File: src/rtl/srf_writeback_queue.sv
// Write-back queue between a vector producer and the SRF write port: FIFO-ordered
// buffering, a registered write strobe/address/data, and a reader-side hazard probe.
module srf_writeback_queue #(
    parameter int NUM_STREAM_ID       = 5,
    parameter int MIN_VEC_LENGTH      = 16,
    parameter int NUM_TILES_PER_SLICE = 20,
    parameter int QUEUE_DEPTH         = 4
) (
    input  logic                             clk,
    input  logic                             rst,
    input  logic                             in_valid,
    output logic                             in_ready,
    input  logic [NUM_STREAM_ID-1:0]         in_stream_dest,
    input  logic [MIN_VEC_LENGTH-1:0]        in_data [NUM_TILES_PER_SLICE],
    input  logic                             srf_stall,
    input  logic                             flush,
    output logic                             srf_write_enable,
    output logic [NUM_STREAM_ID-1:0]         stream_dest,
    output logic [MIN_VEC_LENGTH-1:0]        write_data [NUM_TILES_PER_SLICE],
    input  logic [NUM_STREAM_ID-1:0]         hazard_src,
    output logic                             hazard_hit,
    output logic [$clog2(QUEUE_DEPTH):0]     occupancy,
    output logic                             idle,
    output logic [15:0]                      writes_issued
);

    localparam int PTR_W = $clog2(QUEUE_DEPTH);
    localparam int CNT_W = PTR_W + 1;

    logic [NUM_STREAM_ID-1:0]  dest_mem_r [QUEUE_DEPTH];
    logic [MIN_VEC_LENGTH-1:0] data_mem_r [QUEUE_DEPTH][NUM_TILES_PER_SLICE];

    logic [PTR_W-1:0] rd_ptr_r;
    logic [PTR_W-1:0] wr_ptr_r;
    logic [CNT_W-1:0] count_r;

    logic             full_s;
    logic             push_s;
    logic             pop_s;
    logic [PTR_W-1:0] rd_ptr_next_s;
    logic [PTR_W-1:0] wr_ptr_next_s;
    logic [CNT_W-1:0] count_next_s;
    logic [PTR_W-1:0] probe_idx_s;
    logic             hit_s;

    assign full_s    = (count_r == CNT_W'(QUEUE_DEPTH));
    // Gated by rst so the producer never sees a ready while the queue is held in reset.
    assign in_ready  = rst & ~full_s;
    assign occupancy = count_r;
    assign idle      = (count_r == {CNT_W{1'b0}}) & ~srf_write_enable;
    assign hazard_hit = hit_s;

    // Push/pop qualification and next pointer/count values; flush wins over both.
    always_comb begin
        push_s        = 1'b0;
        pop_s         = 1'b0;
        rd_ptr_next_s = rd_ptr_r;
        wr_ptr_next_s = wr_ptr_r;
        count_next_s  = count_r;
        if (flush) begin
            rd_ptr_next_s = {PTR_W{1'b0}};
            wr_ptr_next_s = {PTR_W{1'b0}};
            count_next_s  = {CNT_W{1'b0}};
        end else begin
            push_s = in_valid & in_ready;
            pop_s  = (count_r != {CNT_W{1'b0}}) & ~srf_stall;
            if (push_s) begin
                wr_ptr_next_s = wr_ptr_r + PTR_W'(1);
            end else begin
                wr_ptr_next_s = wr_ptr_r;
            end
            if (pop_s) begin
                rd_ptr_next_s = rd_ptr_r + PTR_W'(1);
            end else begin
                rd_ptr_next_s = rd_ptr_r;
            end
            if (push_s && !pop_s) begin
                count_next_s = count_r + CNT_W'(1);
            end else if (pop_s && !push_s) begin
                count_next_s = count_r - CNT_W'(1);
            end else begin
                count_next_s = count_r;
            end
        end
    end

    // Pointer and occupancy registers.
    always_ff @(posedge clk or negedge rst) begin
        if (!rst) begin
            rd_ptr_r <= {PTR_W{1'b0}};
            wr_ptr_r <= {PTR_W{1'b0}};
            count_r  <= {CNT_W{1'b0}};
        end else begin
            rd_ptr_r <= rd_ptr_next_s;
            wr_ptr_r <= wr_ptr_next_s;
            count_r  <= count_next_s;
        end
    end

    // Entry storage; left unreset because only slots below count_r are ever observed.
    always_ff @(posedge clk) begin
        if (push_s) begin
            dest_mem_r[wr_ptr_r] <= in_stream_dest;
            for (int i = 0; i < NUM_TILES_PER_SLICE; i++) begin
                data_mem_r[wr_ptr_r][i] <= in_data[i];
            end
        end
    end

    // Registered SRF write port: strobe every pop, address/data hold between pops.
    always_ff @(posedge clk or negedge rst) begin
        if (!rst) begin
            srf_write_enable <= 1'b0;
            stream_dest      <= {NUM_STREAM_ID{1'b0}};
            for (int i = 0; i < NUM_TILES_PER_SLICE; i++) begin
                write_data[i] <= {MIN_VEC_LENGTH{1'b0}};
            end
        end else if (pop_s) begin
            srf_write_enable <= 1'b1;
            stream_dest      <= dest_mem_r[rd_ptr_r];
            for (int i = 0; i < NUM_TILES_PER_SLICE; i++) begin
                write_data[i] <= data_mem_r[rd_ptr_r][i];
            end
        end else begin
            srf_write_enable <= 1'b0;
        end
    end

    // Issued-write counter, free-running modulo 2^16.
    always_ff @(posedge clk or negedge rst) begin
        if (!rst) begin
            writes_issued <= 16'h0000;
        end else if (pop_s) begin
            writes_issued <= writes_issued + 16'h0001;
        end else begin
            writes_issued <= writes_issued;
        end
    end

    // Hazard probe: scan live entries from the head, plus the write currently on the port.
    always_comb begin
        hit_s       = 1'b0;
        probe_idx_s = rd_ptr_r;
        for (int j = 0; j < QUEUE_DEPTH; j++) begin
            probe_idx_s = rd_ptr_r + PTR_W'(j);
            if ((CNT_W'(j) < count_r) && (dest_mem_r[probe_idx_s] == hazard_src)) begin
                hit_s = 1'b1;
            end else begin
                hit_s = hit_s;
            end
        end
        if (srf_write_enable && (stream_dest == hazard_src)) begin
            hit_s = 1'b1;
        end else begin
            hit_s = hit_s;
        end
    end

endmodule

File: config.mk
export PLATFORM = sky130hd
export DESIGN_NAME = srf_writeback_queue
export DESIGN_NICKNAME = d
export VERILOG_FILES = /design/src/rtl/srf_writeback_queue.sv
export SDC_FILE = /design/constraint.sdc
export NUM_CORES = 2
export LEC_CHECK = 0
export CAP_MARGIN = 10
export CORE_MARGIN = 2
export CORE_UTILIZATION = 56
export DETAILED_ROUTE_END_ITERATION = 8
export GPL_TIMING_DRIVEN = 0
export PLACE_DENSITY = 0.8
export SETUP_SLACK_MARGIN = 0.1
export SLEW_MARGIN = 20
export SYNTH_ARGS = -nofsm -noshare
export SYNTH_HDL_FRONTEND = slang
export SYNTH_SLANG_ARGS = --single-unit
File: constraint.sdc
create_clock -name clk -period 12.7 [get_ports clk]
set_clock_uncertainty 0.1 [all_clocks]
set_input_delay 3.81 -clock clk [delete_from_list [all_inputs] [get_ports clk]]
set_output_delay 3.81 -clock clk [all_outputs]
set_load 0.005 [all_outputs]
* Word level (Yosys, flattened, before mapping) *
Memories as Yosys holds them, arrays and structs flattened. A register that Yosys moved wholly into a read port is not among the register bits.
Cells that the tools add are included.

storage, ports and cells
  memories kept = 2
  RAM bits = 1300
  output and inout port bits = 348
  register bits = 29
  input port bits = 335

operators by class
  bitwise logic cells = 7
  equal/unequal tests = 6
  $add $sub $neg = 7
  mux-type cells = 17
  reductions and logical operators = 15
  magnitude comparators = 4

memory list
  memory      words  width  read ports  clocked after Yosys merged registers in  write ports  line  text
  data_mem_r  4      320    1           1                                        1            31    logic [MIN_VEC_LENGTH-1:0] data_mem_r [QUEUE_DEPTH][NUM_TILES_PER_SLICE];
  dest_mem_r  4      5      4           0                                        1            30    logic [NUM_STREAM_ID-1:0] dest_mem_r [QUEUE_DEPTH];

operators with widths
  kind                                                                         number
  5-bit equality test                                                          5
  16-bit by 1-bit adder with 16-bit output, second input constant              1
  1-bit 2-to-1 mux                                                             10
  3-bit 2-to-1 mux                                                             3
  2-bit 2-to-1 mux                                                             4
  1-bit logical AND                                                            7
  1-bit by 3-bit less-than comparator with 1-bit output, first input constant  2
  2-bit by 3-bit less-than comparator with 1-bit output, first input constant  2
  3-bit nonzero test                                                           2
  2-bit by 1-bit adder with 2-bit output, second input constant                2
  2-bit adder, second input constant                                           2
  1-bit AND                                                                    4
  2-bit nonzero test                                                           2
  3-bit by 1-bit adder with 3-bit output, second input constant                1
  3-bit equality test, second input constant                                   1
  1-bit logical NOT                                                            3
  3-bit logical NOT                                                            1
  1-bit inverter                                                               3
  3-bit by 1-bit subtractor with 3-bit output, second input constant           1

* Longest topological paths before layout *
  depth after elaboration = 9
  mapped depth = 8
  mapped depth without buffers = 7

* Least setup slack after synthesis *
Ideal clock, no wire load.

  path kind = input -> register
  start = input port rst
  end = memory data_mem_r[0][0] (netlist bit) (enable)
  stages on the path = 4
  path buffers = 0
  data required time = 11.870 ns
  path slack = -0.105 ns
  arrival time = 11.975 ns
  library setup time = 0.730 ns
  path through = a21boi_0 nand2_1 nor2_1 and2_1

on the way
  cells in the longest elaborated chain, start to end = 5

RTL lines
  item                                    line  text
  start: declaration                      10    input logic rst,
  1-bit AND                               48    assign in_ready = rst & ~full_s;
  1-bit AND                               65    push_s = in_valid & in_ready;
  1-bit 2-to-1 mux                        60    if (flush) begin
  1-bit 2-to-1 mux                        102   if (push_s) begin
  1-bit 2-to-1 mux (not written as such)  105   data_mem_r[wr_ptr_r][i] <= in_data[i];
  end: declaration                        31

Every way passes these cells.

* Final worst setup path *
  start = input port hazard_src[4]
  end = output port hazard_hit

on the way
  cells in the longest elaborated chain, start to end = 7

RTL lines
  item                           line  text
  start: declaration             20    input logic [NUM_STREAM_ID-1:0] hazard_src,
  5-bit equality test            146   if ((CNT_W'(j) < count_r) && (dest_mem_r[probe_idx_s] == hazard_src)) begin
  1-bit logical AND              146
  1-bit 2-to-1 mux (4 in a row)  146
  1-bit 2-to-1 mux (*)           152   if (srf_write_enable && (stream_dest == hazard_src)) begin
  end: declaration               21    output logic hazard_hit,

Mark *: on every way between the ends. The rest lies on a longest branch, timed or not.

==> summary.md <==
| Metric | Value |
|---|---|
| Buffers and inverters on the worst path | 2 |
| Layout cell share with drive strength beyond 1 | 29.3% |
| Maximum clock insertion buffer count | 3 |
| CP max stage cell | clkdlybuf4s50_1 |
| Nets | about 3.8k |
| Leak | 0.0255 uW |
| DP Wirelength | 91400 um |
| Area Growth Syn to Fin | 24.7% |
| Area after DPL | 70000 sq um |
| Register area share after synthesis | about four fifths |
| Finished Cell Area | roughly 76000 sq um |
| Worst path max stage delay | 0.64 ns |
| Antenna violations before repair | 47 |
| HP Start | writes_issued[15] |
| RSZ-0062 raised after global routing | false |
| I/O pin total | 683 |
| WL/cell | 28.2 um |
| Post-synth EDFFs | 1300 |
| Synth top area cells | edfxtp_1 64%, dfrtp_1 14%, mux4_2 13% |
| CTS tree | built |
| MaxCap Viol Count | 0 |
| Post-Route WL | 141000 um |
| Die area | 111000 sq um |
| Power Total | approximately 16000 uW |
| FMAX | 0.106 GHz |
| Vias in the first global route | 31.9k |
| Cells along the critical path | clkbuf_1, xor2_1, nor4_1, o311ai_0, nand4_1, clkdlybuf4s50_1 |
| Hold Slack | 0.364 ns |
| Slew @ Worst Pin | 0.952 ns |
| Max-slew violation count | 0 |
| Largest net degree at the start of global routing | 87 |
| Clk root buf | clkbuf_16 |
| Synth Register Bits | 1649 |
| Critical Path RT | between 8 and 9 ns |
| Total track usage | 25.6% |
| Final worst path period share | approximately 75% |
| Hold_buf cts | 0 |
| Status | finished clean |
| Synthesized Nets | slightly below 3k |
| R2r worst-path depth | 9 |
| Yosys top cell by area | edfxtp_1 |
| Port Buffers | 676 |
| Core box area | 107000 sq um |
| Total clock sinks | approximately 1.6k |
| Row cnt | 120 |
| VDD IR-drop max | around 0.15 mV |
| Routed vias | approximately 30k |
| Post-Syn Area per Cell | 23.7 sq um |
| 1st-iter DRT viols | 2417 |
| Crit path max fanout | 5 |
| TritonRoute pass-1 iters | 5 |
| R2r startpoint | occupancy[0] |
| Mapped Area | 60600 sq um |
| Most common cell in the netlist | edfxtp_1 |
| Chip Width | approximately 330 um |
| Pwr/cell area | roughly 210 nW/um^2 |
| Initial Util | 56.5% |
| Final worst path period need | 9.47 ns |
| Relative slew slack | between 30 and 40% |
| Hold depth | 1 |
| Flop-to-flop setup slack | between 9 and 10 ns |
| Total global routing overflow | 0 |
| Fin. Hold Viols | 0 |
| Filler cell count | 6151 |
| Number of gates resized after CTS | 0 |
| Hold Crit Class | reg2reg |
| Syn Inst Count | approximately 2.6k |
| Asr flop ratio synth | 21.2% |
| # H-tree levels | 4 |
| Syn. warnings | 0 |
| Clk_lat worst skew | 0.76 ns |
| Postcts setup bufs | 0 |
| Crit path DAT | approximately 5.6 ns |
| Vias per inst | 5.90 |
| Worst setup SP type | primary input |
| Ys flop type | edfxtp_1 |
| Crit path capture type | output pin |
| Crit-path leading delay family | buffers and inverters |
| Worst Hold Endpoint | writes_issued[15] |
| RR Endpoint | data_mem_r[0][221] |
| Synth unique cells | 36 |
| Synth cell count leaders | 1300 x edfxtp_1, 349 x dfrtp_1, 340 x mux4_2 |
| Global-route wire length before repair | 208000 um |
| Top cell type's share of synthesized area | around 64% |
| CTS Buf Count | 162 |
| Setup CP Type | in2out |
| # DRC | 0 |
| Die Ht | 333 um |
| GP Congestion | 0.837 |
| Setup_tns | 0 ns |
| Final setup viols | 0 |
| Final ANT Viol Nets | 0 |
| Worst-path clk slew | 0.05 ns |
[state kept, by name (all words and copies together), names as in the netlist]
register          cells
occupancy             3
srf_write_enable      1
writes_issued        16
write_data          320
data_mem_r         1280
wr_ptr_r              2
stream_dest           5
rd_ptr_r              2
dest_mem_r           20
[worst max-delay path by stage]
| stage | endpoint | cells past startpoint | from | slack (ns) |
|---|---|---|---|---|
| final | hazard_hit | 6 | hazard_src[4] | 3.23 |
| after global routing | hazard_hit | 6 | hazard_src[4] | 3.12 |
| after CTS | hazard_hit | 6 | hazard_src[4] | 3.24 |
| after detailed placement | hazard_hit | 6 | hazard_src[4] | 3.26 |
| after global placement | data_mem_r[3][223] | 5 | rst | -14.04 |
| after floorplan | data_mem_r[0][0] | 4 | rst | 3.58 |
[final cells by class]
class | count | area (sq um) | share of cell area, %
plain buffers | 119 | 598 | 0.792
repair buffers | 714 | 7670 | 10.2
well taps | 1403 | 1760 | 2.32
diodes | 25 | 62.6 | 0.0828
flip-flops and latches | 1649 | 47800 | 63.2
clock buffers | 213 | 4460 | 5.91
clock inverters | 87 | 980 | 1.30
inverters | 4 | 15.0 | 0.0199
multi-input cells | 785 | 12200 | 16.2
[per-layer routing]
layer / wire length, um / GRT usage [%] / vias up
li1: - / - / 12300
met4: 5120 / 10.4 / 36
met1: 50500 / 31.1 / 15600
met2: 72900 / 43.0 / 1179
met3: 12000 / 7.77 / 315
met5: 226 / 0 / -
[cells by family after synthesis]
| family | after synthesis | share of synthesized area [%] |
|---|---|---|
| AO/OA/AOI/OAI | 10 | 0.105 |
| XOR/XNOR | 46 | 0.665 |
| adder cells (fa/ha/maj) | 10 | 0.202 |
| buffers and inverters | 123 | 1.01 |
| flip-flops | 1649 | 78.8 |
| multiplexers | 667 | 18.7 |
| AND/OR/NAND/NOR | 52 | 0.487 |
[cell usage in the layout, fill, tap and decap left out, drive strengths merged, types with 5 or more instances in the layout]
cell	instances
clkbuf	235
diode	25
clkdlybuf4s50	675
dfrtp	349
edfxtp	1300
nor2	11
ha	9
clkinv	54
inv	9
mux2	326
and2	6
nand2	8
clkinvlp	8
bufinv	20
buf	136
nand4	5
xnor2	20
nor4	5
mux4	340
xor2	26
and3	7
[report_power, final]
part           switching (uW)  internal (uW)
Sequential                385           6490
Combinational            1570           2300
Clock                    1990           2890
[through the flow]
stage          worst slack, ns  utilization (%)  std cells
6_report                  3.23             70.5       4999
5_1_grt                   3.12             70.5       4995
4_1_cts                   3.24             70.4       4974
3_5_place_dp              3.26             65.3       4674
3_3_place_gp            -14.04             64.5       4636
2_1_floorplan             3.58                -       2557
Power figures use the tool's default switching activity.
